==> config.mk <==
export PLATFORM = sky130hd
export DESIGN_NAME = spi_write_byte
export DESIGN_NICKNAME = d
export VERILOG_FILES = /design/src/rtl/spi_ram_pkg.sv /design/src/rtl/spi_write_byte.sv
export SDC_FILE = /design/constraint.sdc
export NUM_CORES = 1
export LEC_CHECK = 0
export ABC_AREA = 1
export BUFFER_PORTS_ARGS = -buffer_cell sky130_fd_sc_hd__buf_2
export CAP_MARGIN = 20
export CORE_MARGIN = 2
export CORE_UTILIZATION = 50
export CTS_CLUSTER_SIZE = 24
export DETAILED_ROUTE_END_ITERATION = 12
export PLACE_DENSITY = 0.72
export SYNTH_ARGS = -nofsm -noshare
export SYNTH_HDL_FRONTEND = slang
export SYNTH_SLANG_ARGS = --single-unit
==> constraint.sdc <==
create_clock -name clk -period 1.4 [get_ports clk]
set_clock_uncertainty 0.05 [all_clocks]
set_input_delay 0.14 -clock clk [delete_from_list [all_inputs] [get_ports clk]]
set_output_delay 0.14 -clock clk [all_outputs]
set_load 0.01 [all_outputs]
==> src/rtl/spi_ram_pkg.sv <==
// Shared definitions for the external SPI RAM engines: command opcodes, frame geometry, FSM encoding.
package spi_ram_pkg;

    localparam logic [7:0] SPI_CMD_READ  = 8'h03;
    localparam logic [7:0] SPI_CMD_WRITE = 8'h02;

    localparam int HDR_BITS   = 24;
    localparam int DATA_BITS  = 8;
    localparam int FRAME_BITS = HDR_BITS + DATA_BITS;

    typedef enum logic [1:0] {
        IDLE = 2'd0,
        SEND = 2'd1,
        DONE = 2'd2,
        GAP  = 2'd3
    } spi_state_t;

    function automatic logic [FRAME_BITS-1:0] write_frame(input logic [15:0] a, input logic [7:0] d);
        return {SPI_CMD_WRITE, a, d};
    endfunction

endpackage

==> src/rtl/spi_write_byte.sv <==
// Single-byte write to a 23LC512-style SPI RAM (cmd 0x02, 16-bit address, 8 data bits, mode 0, MSB first).
// Start-to-done latency 65 clk; start is ignored while busy; busy also covers the cs_n high gap.
module spi_write_byte
    import spi_ram_pkg::*;
#(
    parameter int CS_HIGH_CYCLES = 1
) (
    input  logic        clk,
    input  logic        rst_n,
    input  logic        start,
    input  logic [15:0] addr,
    input  logic [7:0]  data_in,
    output logic        busy,
    output logic        done,
    output logic        cs_n,
    output logic        sck,
    output logic        mosi
);

    localparam int GAP_LAST = (CS_HIGH_CYCLES > 1) ? CS_HIGH_CYCLES - 2 : 0;
    localparam int GW       = (GAP_LAST < 1) ? 1 : $clog2(GAP_LAST + 1);

    spi_state_t              state, state_nxt;
    logic                    phase, phase_nxt;
    logic [5:0]              bit_cnt, bit_cnt_nxt;
    logic [FRAME_BITS-1:0]   shreg, shreg_nxt;
    logic [GW-1:0]           gap_cnt, gap_cnt_nxt;
    logic                    cs_n_nxt, sck_nxt, mosi_nxt, busy_nxt, done_nxt;

    always_ff @(posedge clk) begin
        if (!rst_n) begin
            state   <= IDLE;
            phase   <= 1'b0;
            bit_cnt <= '0;
            shreg   <= '0;
            gap_cnt <= '0;
            cs_n    <= 1'b1;
            sck     <= 1'b0;
            mosi    <= 1'b0;
            busy    <= 1'b0;
            done    <= 1'b0;
        end else begin
            state   <= state_nxt;
            phase   <= phase_nxt;
            bit_cnt <= bit_cnt_nxt;
            shreg   <= shreg_nxt;
            gap_cnt <= gap_cnt_nxt;
            cs_n    <= cs_n_nxt;
            sck     <= sck_nxt;
            mosi    <= mosi_nxt;
            busy    <= busy_nxt;
            done    <= done_nxt;
        end
    end

    always_comb begin
        state_nxt   = state;
        phase_nxt   = phase;
        bit_cnt_nxt = bit_cnt;
        shreg_nxt   = shreg;
        gap_cnt_nxt = gap_cnt;
        cs_n_nxt    = cs_n;
        sck_nxt     = sck;
        mosi_nxt    = mosi;
        busy_nxt    = busy;
        done_nxt    = 1'b0;

        case (state)
            IDLE: begin
                cs_n_nxt = 1'b1;
                sck_nxt  = 1'b0;
                if (start) begin
                    shreg_nxt   = write_frame(addr, data_in);
                    bit_cnt_nxt = 6'(FRAME_BITS);
                    phase_nxt   = 1'b0;
                    cs_n_nxt    = 1'b0;
                    busy_nxt    = 1'b1;
                    state_nxt   = SEND;
                end
            end
            SEND: begin
                // Phase bit halves clk: present data with sck low, then raise sck a period later.
                if (!phase) begin
                    sck_nxt   = 1'b0;
                    mosi_nxt  = shreg[FRAME_BITS-1];
                    phase_nxt = 1'b1;
                end else begin
                    sck_nxt     = 1'b1;
                    shreg_nxt   = {shreg[FRAME_BITS-2:0], 1'b0};
                    bit_cnt_nxt = bit_cnt - 6'd1;
                    phase_nxt   = 1'b0;
                    if (bit_cnt == 6'd1) begin
                        state_nxt = DONE;
                    end
                end
            end
            DONE: begin
                sck_nxt     = 1'b0;
                mosi_nxt    = 1'b0;
                cs_n_nxt    = 1'b1;
                done_nxt    = 1'b1;
                gap_cnt_nxt = '0;
                if (CS_HIGH_CYCLES > 1) begin
                    state_nxt = GAP;
                end else begin
                    state_nxt = IDLE;
                    busy_nxt  = 1'b0;
                end
            end
            GAP: begin
                cs_n_nxt = 1'b1;
                if (gap_cnt == GW'(GAP_LAST)) begin
                    state_nxt = IDLE;
                    busy_nxt  = 1'b0;
                end else begin
                    gap_cnt_nxt = gap_cnt + GW'(1);
                end
            end
            default: begin
                state_nxt = IDLE;
                cs_n_nxt  = 1'b1;
                sck_nxt   = 1'b0;
                mosi_nxt  = 1'b0;
                busy_nxt  = 1'b0;
            end
        endcase
    end

endmodule

# Yosys cells after proc, flatten, opt, wreduce, memory -nomap -nowiden
# Cells that the tools add are included.
classes:
  n_shift: 0
  multipliers: 0
  n_lt_le_gt_ge: 0
  n_div: 0
  n_eq_ne: 9
  n_mux: 26
  bitwise: 0
  addsub: 2
  reduce_logical: 14
op_table:
  columns: ["operator", "count"]
  rows:
  - ["32-bit 2-to-1 mux", 2]
  - ["32-bit one-hot mux with 2 select lines", 1]
  - ["6-bit 2-to-1 mux", 2]
  - ["6-bit one-hot mux with 2 select lines", 1]
  - ["2-bit inequality test (second input constant)", 5]
  - ["1-bit one-hot mux with 2 select lines", 5]
  - ["2-bit nonzero test", 5]
  - ["1-bit 2-to-1 mux", 9]
  - ["2-bit 2-to-1 mux", 4]
  - ["2-bit one-hot mux with 4 select lines", 1]
  - ["6-bit by 1-bit == test with 1-bit output (second input constant)", 1]
  - ["3-bit AND reduction", 2]
  - ["6-bit by 1-bit subtractor with 6-bit output (second input constant)", 1]
  - ["2-bit == test (second input constant)", 2]
  - ["2-bit AND reduction", 2]
  - ["4-bit AND reduction", 1]
  - ["2-bit OR reduction", 2]
  - ["1-bit one-hot mux with 3 select lines", 1]
  - ["3-bit nonzero test", 1]
  - ["2-bit by 1-bit == test with 1-bit output (second input constant)", 1]
  - ["2-bit logical NOT", 1]
  - ["1-bit adder (second input constant)", 1]
word_totals:
  mem_bits_ro: 0
  inputBits: 27
  ramBits: 0
  latchBits: 0
  output_inout_bits: 5
  reg_bits: 47
  n_memories: 0

# Logic depth before layout (Yosys ltp)
# Gate-level depths: netlist of run 1.
depth:
  depth_word: 4
  ltp_mapped: 8
  depth_no_buf: 8

# Worst setup path after synthesis of run 1
# Ideal clock, no wire load.
synth_timing:
  kind: "register to register"
  start: "register state[1]"
  end: "register cs_n"
  setup_slack_ns: 0.184
  setup_ns: 0.119
  period_less_slack_ns: 1.216
  arrival_time_ns: 1.048
  path_stages_with_launch: 7
  t_required_ns: 1.231
  cell_sequence: "dfxtp_1 inv_1 nand2_1 buf_4 clkbuf_8 o21ai_0 nand2_1"
synth_between:
  elab_chain_cells: 3
synth_lines:
  columns: ["element", "line_no", "source"]
  rows:
  - ["start: declaration", "spi_write_byte.sv:23", "spi_state_t state, state_nxt;"]
  - ["start signal: assignment", "spi_write_byte.sv:43", "state <= state_nxt;"]
  - ["2-bit == test", "spi_write_byte.sv:68", "case (state)"]
  - ["2-bit OR reduction (no source line)", null, null]
  - ["1-bit one-hot mux with 2 select lines or 2-bit nonzero test (tied branches)", null, null]
  - ["end signal: assignment", "spi_write_byte.sv:48", "cs_n <= cs_n_nxt;"]
  - ["end: declaration", "spi_write_byte.sv:15", "output logic cs_n,"]
# Several ways; a longest one is shown, not always the timed one.
# A chain may end at the register's enable or synchronous reset.

# Worst setup path in the final report of run 1
layout_timing:
  start: "register state[0]"
  end: "register shreg[11]"
layout_between:
  elab_chain_cells: 3
layout_lines:
  columns: ["element", "line_no", "source"]
  rows:
  - ["2-bit by 1-bit == test with 1-bit output or 2-bit logical NOT (tied branches)", "spi_write_byte.sv:68", null]
  - ["2-bit inequality test (no source line) or 2-bit nonzero test (tied branches)", null, null]
  - ["3-bit AND reduction (no source line)", null, null]
  - ["end signal: assignment", "spi_write_byte.sv:46", "shreg <= shreg_nxt;"]
  - ["end: declaration", "spi_write_byte.sv:26", "logic [FRAME_BITS-1:0] shreg, shreg_nxt;"]
# Several ways; a longest one is shown, not always the timed one.

==> results by stage, run 1 <==
Placement:
- Summed over all nets, the half-perimeter wirelength after detailed placement is about 2700 um.
- Summing all placed instances gives a cell area of 0.00218 sq mm.
- The final RePlAce weighted congestion is 0.830.
- Input and output buffers added on the ports amount to 31.
- The pre-CTS setup slack is 0.000256 ns.

Floorplanning:
- The floorplan has 22 rows.
- The floorplan step set the die width to 66.4 um.
- The core region is 0.00372 sq mm.
- The initial core utilization is 52.4%.
- The number of I/O pins is 32.
- The vertical extent of the die is between 60 and 70 um.
- The die area is 0.00441 sq mm.

Timing:
- The clock period could shrink to about 1.3 ns.
- Headroom to the max-slew limit came out at about four fifths.
- The portion of the clock cycle consumed by the worst path in the final layout is between 90 and 100%.
- The number of max-slew violations in the final report is 0.
- The final hold violation count is 0.
- Derived from the worst setup path, the maximum achievable clock frequency is 0.764 GHz.
- The total setup violations reported at the end of the flow is 0.
- For the pin with the worst max-slew slack, the measured transition is between 0.3 and 0.4 ns.
- Once routing completed, OpenROAD measured the worst setup slack at between 0.09 and 0.1 ns.

Pwr:
- The total power per unit cell area is between 1000 and 1500 mW/mm^2.
- The total power of the final layout is approximately 2.8 mW.
- VDD sags by at most 710 uV.
- The analysis attributes to cell leakage a power of 0.968 nW.

Setup path:
- STA classifies the critical path endpoint as a flop.
- Data on the critical path is required at its endpoint by between 1.5 and 2 ns.
- The worst setup path is launched from a flop.
- The gate family responsible for the most delay along the worst path is simple AND/OR/NAND/NOR gates.
- The cell with the biggest individual delay on the critical path is sky130_fd_sc_hd__dfxtp_2.
- The category of the critical setup timing path is reg -> reg.
- The largest incremental delay on the critical path is 0.36 ns.
- Data on the critical path arrives at its endpoint at 1.50 ns.
- Along the worst path, the maximum fanout reaches 25.
- The total buffers and inverters traversed by the critical path is 1.
- The signal on the critical path passes through nor2_2 > nand2_4 > nand2_8 > buf_12 > o21ai_0 > a31oi_1.
- For flop-to-flop paths, the worst setup slack is between 0.09 and 0.1 ns.

Clock tree:
- TritonCTS built the clock tree.
- The root buffer cell chosen for the clock tree is sky130_fd_sc_hd__clkbuf_8.
- The level count of the clock H-tree is 2.
- The clock latency at the later pin of the worst-skew pair is roughly 0.30 ns.
- The number of buffers on the longest clock path is 2.
- The clock-pin transition on the worst setup and hold timing paths is ~0.090 ns.
- The clock sink count is 46.
- The buffers inserted during post-CTS setup optimization is 0.
- Buffers inserted during clock tree synthesis total 5.

Global routing:
- The pin count of the biggest net entering global routing is 28.
- Summed over all layers, the global routing overflow is 0.
- The via count of the first global-routing pass is approximately 1600.
- The global-route total usage across every layer is between 20% and 30%.
- The first global-routing pass estimated a little under 7000 um of wire.
- The initial antenna violation count is 0.

Final layout:
- Cells fill between 60% and 70% of the core in the end.
- The library cell used most frequently in the layout, excluding fill and tap cells, is sky130_fd_sc_hd__nand2_1.
- The number of diodes is 0.
- In the layout the commonest cells are sky130_fd_sc_hd__nand2_1 (59), sky130_fd_sc_hd__dfxtp_1 (45), sky130_fd_sc_hd__buf_2 (31).
- The post-route netlist has between 20% and 30% of its cells at a drive strength greater than 1.
- The final-stage net count is ~310.
- The summed area of non-filler cells in the final layout is between 0.002 and 0.0025 sq mm.
- The area growth from synthesis to layout is 17.3%.

Yosys:
- The count of cell types in the netlist is 25.
- The number of instances in the synthesized netlist is ~240.
- Counting every net in the synthesized netlist gives 272.
- After synthesis, flip-flops and latches occupy between 40% and 50% of the total area.
- The area of the mapped netlist is 0.00195 sq mm.
- The average footprint of a synthesized cell is roughly 8 sq um.
- After synthesis the netlist holds a flip-flop and latch count of 46.
- For this run, the number of Yosys warnings is 0.

Hold path:
- In this run the worst hold path is classified as in -> reg.

Route:
- Before antenna repair, the detailed router went through 4 iterations.
- In the final routed layout, each cell accounts on average for about 12 um.
- Using the TritonRoute via totals, the vias-per-cell ratio works out to 5.19.
- Across all layers, the routed design uses roughly 1700 vias.
- For this run, design rule violations remaining after detail routing come to 0.
- For this block, the routed nets add up to ~4000 um of wire.
- The first routing iteration left ~110 violations.
- The remaining number of nets flagged by the antenna check after routing is 0.

Job:
- The count of maximum capacitance violations is 0.

Outcome:
- The run finished with clean final reports.
## metal layers
layer	global-route usage (%)	vias up	wire length (um)
met3	4.43	5	181
met1	25.7	763	1960
li1	-	894	-
met5	0	-	0
met4	9.18	0	52
met2	32.0	30	1820
## worst register-to-register path: stages, from the launching register on
cell	delay, ns
sky130_fd_sc_hd__dfxtp_2	0.36
sky130_fd_sc_hd__nor2_2	0.16
sky130_fd_sc_hd__nand2_4	0.09
sky130_fd_sc_hd__nand2_8	0.17
sky130_fd_sc_hd__buf_12	0.17
sky130_fd_sc_hd__o21ai_0	0.09
sky130_fd_sc_hd__a31oi_1	0.15
## through the flow
stage | TNS, ns | std cells | hold slack [ns]
global route | -0.0400 | 326 | 0.0366
floorplan | 0 | 243 | 0.237
CTS | 0 | 326 | 0.0289
global placement | 0 | 318 | 0.362
finish | 0 | 326 | 0.0348
detailed placement | 0 | 318 | 0.363
## synthesized netlist by cell type
cell / instances / area (sq um)
sky130_fd_sc_hd__nand2_1: 60 / 225
sky130_fd_sc_hd__nand2_8: 1 / 20.0
sky130_fd_sc_hd__buf_6: 5 / 56.3
sky130_fd_sc_hd__nor2_2: 1 / 6.26
sky130_fd_sc_hd__inv_1: 10 / 37.5
sky130_fd_sc_hd__a31oi_1: 23 / 144
sky130_fd_sc_hd__o21ai_2: 1 / 8.76
sky130_fd_sc_hd__buf_2: 6 / 30.0
sky130_fd_sc_hd__buf_4: 1 / 7.51
sky130_fd_sc_hd__nand4_1: 2 / 12.5
sky130_fd_sc_hd__clkbuf_8: 1 / 13.8
sky130_fd_sc_hd__nor3_1: 1 / 5.00
sky130_fd_sc_hd__clkbuf_1: 3 / 11.3
sky130_fd_sc_hd__nand3_4: 1 / 17.5
sky130_fd_sc_hd__nor2_1: 14 / 52.6
sky130_fd_sc_hd__nand3_1: 6 / 30.0
sky130_fd_sc_hd__o21ai_1: 7 / 35.0
sky130_fd_sc_hd__dfxtp_1: 46 / 921
sky130_fd_sc_hd__xor2_1: 2 / 17.5
sky130_fd_sc_hd__inv_2: 2 / 7.51
sky130_fd_sc_hd__a21oi_1: 15 / 75.1
sky130_fd_sc_hd__nor4_4: 1 / 21.3
sky130_fd_sc_hd__ha_1: 2 / 25.0
sky130_fd_sc_hd__nand2_4: 1 / 11.3
sky130_fd_sc_hd__o21ai_0: 31 / 155
## cell type report
| cell class | instances | area, sq um |
|---|---|---|
| clock buffers | 5 | 68.8 |
| inverters | 12 | 47.5 |
| fillers | 354 | 1430 |
| flip-flops and latches | 46 | 922 |
| multi-input cells | 169 | 865 |
| repair buffers | 43 | 299 |
| well taps | 48 | 60.1 |
| clock inverters | 3 | 21.3 |
## final timing paths
check,start,end,depth (start not counted)
worst max-delay path,state[0]$_SDFFE_PN0P_,shreg[11]$_SDFFE_PN0P_,6
worst min-delay path,data_in[7],shreg[7]$_SDFFE_PN0P_,3
worst max register to register,state[0]$_SDFFE_PN0P_,shreg[11]$_SDFFE_PN0P_,6
worst min register to register,shreg[25]$_SDFFE_PN0P_,shreg[25]$_SDFFE_PN0P_,2
## what timing repair did
action | in CTS | in global routing
setup endpoints to repair | 13 | 33
pin swaps | 0 | 1
gates resized for setup | 1 | 6
hold buffers | 0 | 0
## logic make-up after synthesis
group / synth area share (%)
buffers and inverters: 8.42
AND/OR/NAND/NOR: 20.6
XOR/XNOR: 0.900
flip-flops: 47.3
adder cells (fa/ha/maj): 1.29
AO/OA/AOI/OAI: 21.5
## registers in the layout, indices dropped and copies added (netlist names)
| signal | cells |
|---|---|
| cs_n | 1 |
| phase | 1 |
| shreg | 32 |
| mosi | 1 |
| busy | 1 |
| done | 1 |
| state | 2 |
| sck | 1 |
| bit_cnt | 6 |
## report_power, final
part / internal (mW) / switching, mW / leakage [nW]
clock network: 0.351 / 0.455 / 0.0441
registers: 1.43 / 0.0671 / 0.380
logic: 0.220 / 0.293 / 0.544
total: 2.00 / 0.815 / 0.968
Note: power is estimated with default switching activity, not from simulation.
==> run 2: changes to the inputs <==
Settings changed: RECOVER_POWER set to 50.
==> run 2 against run 1 <==
Net effect: clock power is essentially flat; final area shrank 0.27%; sequential share of layout area grew 0.11 points; sequential power is essentially flat; power is essentially flat; die area is the same; critical endpoint unchanged.
==> results by stage, run 2 (same netlist as run 1, synthesis figures left out) <==
Route:
- The mean routed wirelength per cell is 12.3 um (+0.22%).
- The ratio of routed vias to standard cells was 5.19 (about the same).
- The sum of routed wire length over all layers is 4020 um (+0.22%).
- The remaining number of nets flagged by the antenna check after routing is 0 (unchanged).
- The number of violations reported at the end of detailed-routing iteration 0 is 110 (+2.8%).
- The detailed-route via count came to 1691 (-0.059%).
- The length of the first detailed-routing pass in iterations was 4 (unchanged).
- The remaining design rule violation count is 0 (unchanged).

Clock tree:
- The clock sink count came to 46 (unchanged).
- The clock-pin transition on the worst setup and hold timing paths is 0.09 ns (about the same).
- The number of buffers inserted during clock tree synthesis is 5 (unchanged).
- The clock latency at the later pin of the worst-skew pair is 0.31 ns (about the same).
- TritonCTS built the clock tree.
- The number of buffers on the longest clock path came to 2 (unchanged).
- The level count of the clock H-tree is 2 (unchanged).
- Clock tree synthesis selected as its root buffer the cell sky130_fd_sc_hd__clkbuf_8.

Timing:
- The slew at the pin with the worst max-slew slack was 0.302 ns (-0.00209 ns).
- The post-route minimum period is 1.32 ns (+0.0108 ns).
- The maximum clock rate is 0.758 GHz (-0.82%).
- The portion of the clock cycle consumed by the worst path in the final layout is 94.3% (+0.77 points).
- The number of max-slew violations in the final report is 0 (unchanged).
- The worst max-slew margin expressed relative to the limit was 79.8% (+0.14 points).
- The final hold violation count was 0 (unchanged).
- The setup slack after layout is 0.0799 ns (-0.0108 ns).
- The total setup violations reported at the end of the flow came to 0 (unchanged).

Outcome:
- The run finished with clean final reports.

Final layout:
- The post-layout instance count excluding filler cells is 326 (unchanged).
- The top cell types in the final layout, fill and taps aside, are sky130_fd_sc_hd__nand2_1 (59), sky130_fd_sc_hd__dfxtp_1 (45), sky130_fd_sc_hd__o21ai_0 (29).
- The number of filler instances in the final layout is 352 (-0.56%).
- The final-stage net count was 306 (unchanged).
- The largest register by flop count is shreg.
- The final core utilization is 61.3% (-0.17 points).
- The largest registers in the layout are shreg: 32 flops, bit_cnt: 6 flops, state: 2 flops.
- The flip-flop count of the largest register after layout came to 32 (unchanged).
- The fraction of layout instances using a drive strength above 1 was 20.5% (-1.8 points).
- Relative to the synthesized area, the layout overhead comes to 17.0%.
- The most frequent standard cell in the layout excluding fill and tap cells is sky130_fd_sc_hd__nand2_1.
- The number of diodes is 0 (unchanged).

Global routing:
- The global-route total usage across every layer is 20.1% (unchanged).
- The pin count of the biggest net entering global routing is 28 (unchanged).
- The wire length of the first global-routing pass is 6790 um (unchanged).
- The via count of the first global-routing pass is 1556 (unchanged).
- The initial antenna violation count is 0 (unchanged).
- The global-route congestion overflow total is 0 (unchanged).

Setup path:
- The arrival time of data at the critical path endpoint is 1.47 ns (-0.03 ns).
- The signal on the critical path passes through inv_2 > nand3_4 > nand2_8 > buf_12 > o21ai_0 > a31oi_1.
- The required time at the endpoint of the critical path is 1.55 ns (-0.04 ns).
- The category of the critical setup timing path is reg -> reg.
- The endpoint kind of the worst setup timing path is a flop.
- The largest incremental delay on the critical path is 0.41 ns (+0.05 ns).
- The cell with the biggest individual delay on the critical path is sky130_fd_sc_hd__dfxtp_1.
- The highest fanout seen on the critical path is 25 (unchanged).
- The startpoint type of the worst setup path is a flop.

Floorplanning:
- The placeable core region was 0.00372 sq mm (unchanged).
- The standard-cell row count is 22 (unchanged).
- The horizontal die dimension is 66.4 um (unchanged).
- The number of I/O pins is 32 (unchanged).
- The die area is 0.00441 sq mm (unchanged).
- The initial core utilization is 52.4% (unchanged).
- The vertical extent of the die was 66.4 um (unchanged).

Placement:
- The quantity of I/O buffers inserted on ports is 31 (unchanged).
- The pre-CTS setup slack is 0.000256 ns (unchanged).
- The HPWL after detailed placement is 2700 um (unchanged).
- The final RePlAce weighted congestion was 0.830 (unchanged).
- The count of placed standard cells including taps is 318 (unchanged).

Pwr:
- The cell-internal power is 2.00 mW (-0.10%).
- The leakage power is 0.950 nW (-1.9%).
- The total power per unit cell area is 1240 mW/mm^2 (+0.26%).
- The clock power share came to 28.6% (about the same).
- The highest ir drop seen on vdd is 710 uV (about the same).
- The part of the power in combinational logic was 18.2% (about the same).
- The net load switching power is 817 uW (+0.22%).
- The share of total power in sequential cells is 53.2% (about the same).
- The switching share of power is 29.0% (+0.066 points).

Hold path:
- The type of the worst min-delay path is in -> reg.

Job:
- The count of maximum capacitance violations is 0 (unchanged).
==> run 2: per-stage QoR <==
stage	power, mW	area (sq um)	setup TNS, ns	hold WS, ns
finish	2.82	2280	0	0.0344
global route	2.98	2280	-0.0400	0.0366
CTS	2.84	2280	0	0.0289
detailed placement	2.03	2180	0	0.363
global placement	2.02	2180	0	0.362
floorplan	1.88	1950	0	0.237
==> run 2: final cells by class <==
| cell class | count | area, sq um | share of cell area (%) |
|---|---|---|---|
| clock inverter | 3 | 21.3 | 0.934 |
| inverter | 12 | 47.5 | 2.09 |
| multi-input combinational | 169 | 865 | 38.0 |
| clock buffer | 5 | 68.8 | 3.02 |
| sequential | 46 | 922 | 40.5 |
| timing repair buffer | 43 | 293 | 12.9 |
| tap | 48 | 60.1 | 2.64 |
==> run 2: power by group through the flow <==
stage / registers [mW] / clock network [mW] / logic (mW)
floorplan: 1.51 / 0 / 0.366
global placement: 1.52 / 0 / 0.494
detailed placement: 1.52 / 0 / 0.506
CTS: 1.49 / 0.832 / 0.509
global route: 1.51 / 0.887 / 0.585
finish: 1.50 / 0.806 / 0.512
==> run 2: layer usage <==
metal / global-route usage, % / vias to the layer above / wire length [um]
met1: 25.7 / 765 / 1980
met2: 32.0 / 26 / 1830
met5: 0 / - / 0
li1: - / 895 / -
met3: 4.43 / 5 / 164
met4: 9.18 / 0 / 52
==> run 2: final timing paths <==
check,from,endpoint,slack (ns),depth (start not counted)
max reg2reg,state[1]$_SDFFE_PN0P_,shreg[11]$_SDFFE_PN0P_,0.08,6
min,data_in[7],shreg[7]$_SDFFE_PN0P_,0.03,3
min reg2reg,shreg[25]$_SDFFE_PN0P_,shreg[25]$_SDFFE_PN0P_,0.42,2
max,state[1]$_SDFFE_PN0P_,shreg[11]$_SDFFE_PN0P_,0.08,6
==> run 2: repair_timing <==
item                                    CTS  global route
resized for setup                         1             6
hold buffers                              0             0
pin swaps                                 0             1
endpoints found under the setup margin   13            33
setup buffers                             0             0
==> run 2: worst max-delay path, delay by kind of cell (launching register included) <==
| kind | cells | cell delay, ns |
|---|---|---|
| simple gates | 2 | 0.23 |
| compound gates | 2 | 0.22 |
| buf+inv | 2 | 0.28 |
| flops | 1 | 0.41 |
==> run 3: changes to the inputs <==
--- a/config.mk
+++ b/config.mk
@@ -8,2 +8,3 @@
 export ABC_AREA = 1
+export ABC_CLOCK_PERIOD_IN_PS = 1400
 export BUFFER_PORTS_ARGS = -buffer_cell sky130_fd_sc_hd__buf_2
@@ -11,6 +12,5 @@
 export CORE_MARGIN = 2
-export CORE_UTILIZATION = 50
+export CORE_UTILIZATION = 32
 export CTS_CLUSTER_SIZE = 24
 export DETAILED_ROUTE_END_ITERATION = 12
-export PLACE_DENSITY = 0.72
 export RECOVER_POWER = 50
--- a/constraint.sdc
+++ b/constraint.sdc
@@ -4,2 +4,2 @@
 set_output_delay 0.14 -clock clk [all_outputs]
-set_load 0.01 [all_outputs]
+set_load 0.1 [all_outputs]
==> run 3 against run 2 <==
Net effect: final cell count increased by 8.0%; clock power decreased by 5.3%; die area increased by 53%; largest cell class unchanged; sequential share of layout area decreased by 0.39 points.
==> results by stage, run 3 (same netlist as run 1, synthesis figures left out) <==
Setup path:
- The start point of the critical path is state[0]$_SDFFE_PN0P_.
- The endpoint of the worst setup timing path is shreg[27]$_SDFFE_PN0P_.
- The required time at the endpoint of the critical path is 1.53 ns (-0.02 ns).
- The worst reg-to-reg setup slack came to 0.1 ns (+0.02 ns).
- The startpoint of the worst-slack reg-to-reg timing path is state[0]$_SDFFE_PN0P_.
- The endpoint of the lowest-slack register-to-register path is shreg[27]$_SDFFE_PN0P_.
- The highest fanout seen on the critical path was 20 (-20%).
- The number of cells traversed by the worst register-to-register path is 6 (unchanged).
- STA classifies the critical path endpoint as a flop.
- The worst setup path is launched from a flop.
- The worst setup path is of the reg -> reg kind.
- The arrival time of data at the critical path endpoint was 1.44 ns (-0.03 ns).

Floorplanning:
- The number of I/O pins is 32 (unchanged).
- The die area was 0.00672 sq mm (+53%).
- The initial core utilization is 33.1% (-19 points).
- The placeable core region is 0.00589 sq mm (+58%).
- The vertical extent of the die is 82 um (+23%).
- The horizontal die dimension was 82 um (+23%).
- The standard-cell row count is 28 (+27%).

Clock tree:
- The hold buffer count at CTS is 0 (unchanged).
- The clock sink count is 46 (unchanged).
- The cell at the root of the clock tree is sky130_fd_sc_hd__clkbuf_8.
- The number of buffers on the longest clock path is 2 (unchanged).
- The number of buffers inserted during clock tree synthesis was 5 (unchanged).
- The clock-pin transition on the worst setup and hold timing paths is 0.08 ns (about the same).
- The level count of the clock H-tree is 2 (unchanged).
- The clock tree from TritonCTS is built.
- The clock latency at the later pin of the worst-skew pair is 0.29 ns (-0.02 ns).

Pwr:
- The leakage power was 0.962 nW (+1.2%).
- The share of total power in sequential cells came to 53.0% (-0.2 points).
- The part of the power in combinational logic is 19.9% (+1.7 points).
- The highest ir drop seen on vdd is 375 uV (-47%).
- The total power of the final layout is 2.82 mW (+0.13%).
- The clock power share is 27.1% (-1.5 points).
- The cell-internal power is 1.98 mW (-0.80%).
- The total power per unit cell area came to 1230 mW/mm^2 (-0.69%).
- The net load switching power is 837 uW (+2.4%).
- The switching share of power is 29.7% (+0.66 points).

Global routing:
- The global-route congestion overflow total is 0 (unchanged).
- The most heavily used metal layer in global routing is met2.
- The pin count of the biggest net entering global routing is 25 (-11%).
- The wire length of the first global-routing pass came to 6660 um (-1.9%).
- The routing usage on met3 is 2.75% (-1.7 points).
- The global-route total usage across every layer is 12.9% (-7.2 points).
- The fraction of met2 tracks used by global routing came to 21.2% (-11 points).
- The global routing met1 resource utilization came to 15.8% (-9.9 points).
- The initial antenna violation count is 0 (unchanged).
- The via count of the first global-routing pass is 1522 (-2.2%).

Timing:
- The maximum clock rate was 0.767 GHz (+1.3%).
- The post-route minimum period came to 1.30 ns (-0.0167 ns).
- The final hold violation count is 0 (unchanged).
- The portion of the clock cycle consumed by the worst path in the final layout is 93.1% (-1.2 points).
- The total setup violations reported at the end of the flow was 0 (unchanged).
- The final total negative setup slack is 0 ns (unchanged).
- The worst-case hold slack is 0.0483 ns (+0.0140 ns).
- Setup repair after global routing left no endpoint under its margin.
- The worst max-slew margin expressed relative to the limit was 64.0% (-16 points).
- The number of max-slew violations in the final report is 0 (unchanged).
- The slew at the pin with the worst max-slew slack was 0.542 ns (+0.240 ns).

Job:
- The count of maximum capacitance violations is 0 (unchanged).

Final layout:
- The final-stage net count is 306 (unchanged).
- The flip-flop count of the largest register after layout is 32 (unchanged).
- The largest registers in the layout are shreg: 32 flops, bit_cnt: 6 flops, state: 2 flops.
- Compared with the post-synthesis result, the final layout area differs by 17.9%.
- The largest register by flop count is shreg.
- The footprint of the multi-input gates is 862 sq um (-0.29%).
- The total area of sequential cells is 921 sq um (-0.14%).
- The library cells used most frequently in the layout, excluding fill and tap cells, are sky130_fd_sc_hd__nand2_1 (60), sky130_fd_sc_hd__dfxtp_1 (46), sky130_fd_sc_hd__o21ai_0 (33).
- The fraction of layout instances using a drive strength above 1 is 20.9% (+0.44 points).
- The final core utilization came to 39.0% (-22 points).
- The number of diodes is 0 (unchanged).
- The library cell used most frequently in the layout, excluding fill and tap cells, is sky130_fd_sc_hd__nand2_1.
- The number of filler instances in the final layout came to 628 (+78%).

Route:
- The ratio of routed vias to standard cells is 4.84 (-6.7%).
- The detailed-route via count is 1703 (+0.71%).
- The sum of routed wire length over all layers was 4110 um (+2.0%).
- The mean routed wirelength per cell is 11.7 um (-5.5%).
- The number of violations reported at the end of detailed-routing iteration 0 is 92 (-16%).
- The remaining design rule violation count is 0 (unchanged).
- The remaining number of nets flagged by the antenna check after routing is 0 (unchanged).
- The length of the first detailed-routing pass in iterations is 4 (unchanged).

Hold path:
- The min-delay analysis places its worst path in the category in -> reg.
- The number of stages on the worst hold path is 3 (unchanged).

Placement:
- The HPWL after detailed placement is 2830 um (+4.8%).
- The quantity of I/O buffers inserted on ports is 31 (unchanged).
- The final RePlAce weighted congestion is 0.787 (-5.2%).

Outcome:
- The run finished with clean final reports.
-- run 3: how the worst min path moves through the flow --
stage	slack (ns)	from	endpoint
3_3_place_gp	0.36	addr[0]	shreg[8]$_SDFFE_PN0P_
3_5_place_dp	0.36	addr[8]	shreg[16]$_SDFFE_PN0P_
4_1_cts	0.05	addr[8]	shreg[16]$_SDFFE_PN0P_
5_1_grt	0.06	addr[4]	shreg[12]$_SDFFE_PN0P_
6_report	0.05	addr[8]	shreg[16]$_SDFFE_PN0P_
2_1_floorplan	0.24	data_in[0]	shreg[0]$_SDFFE_PN0P_
-- run 3: what timing repair did --
action | CTS | global route
buffers inserted | 0 | 0
gates resized for setup | 0 | 3
endpoints found under the setup margin | 0 | 28
-- run 3: layer usage --
layer,routed length [um],vias to the layer above
met3,151,8
li1,-,889
met1,2050,777
met2,1830,29
met4,82,0
met5,0,-
-- run 3: cell type report --
class | count | area share [%]
clock buffers | 5 | 3.00
inverters | 12 | 2.07
multi-input cells | 169 | 37.5
flip-flops and latches | 46 | 40.1
clock inverters | 2 | 0.436
well taps | 75 | 4.09
repair buffers | 43 | 12.8
-- run 3: through the flow --
step / cells / setup WS, ns / instance area [sq um]
after floorplan: 243 / 0.00348 / 1950
after global placement: 345 / 0.134 / 2220
after detailed placement: 345 / 0.0784 / 2220
after CTS: 352 / 0.0468 / 2300
after global routing: 352 / 0.00834 / 2300
final: 352 / 0.0966 / 2300
-- run 3: critical path, cell delays in order, from the launching register on --
cell and delay [ns]:
sky130_fd_sc_hd__dfxtp_1 0.44, sky130_fd_sc_hd__nor2_2 0.08, sky130_fd_sc_hd__nand2_4 0.09, sky130_fd_sc_hd__nand2_8 0.12
sky130_fd_sc_hd__buf_4 0.18, sky130_fd_sc_hd__o21ai_0 0.16, sky130_fd_sc_hd__nor2_1 0.07
-- run 3: power by group through the flow --
stage / clock network (mW) / registers, mW / logic (mW)
finish: 0.763 / 1.50 / 0.561
detailed placement: 0 / 1.52 / 0.565
global route: 0.843 / 1.51 / 0.632
floorplan: 0 / 1.57 / 0.366
global placement: 0 / 1.53 / 0.555
CTS: 0.793 / 1.49 / 0.568
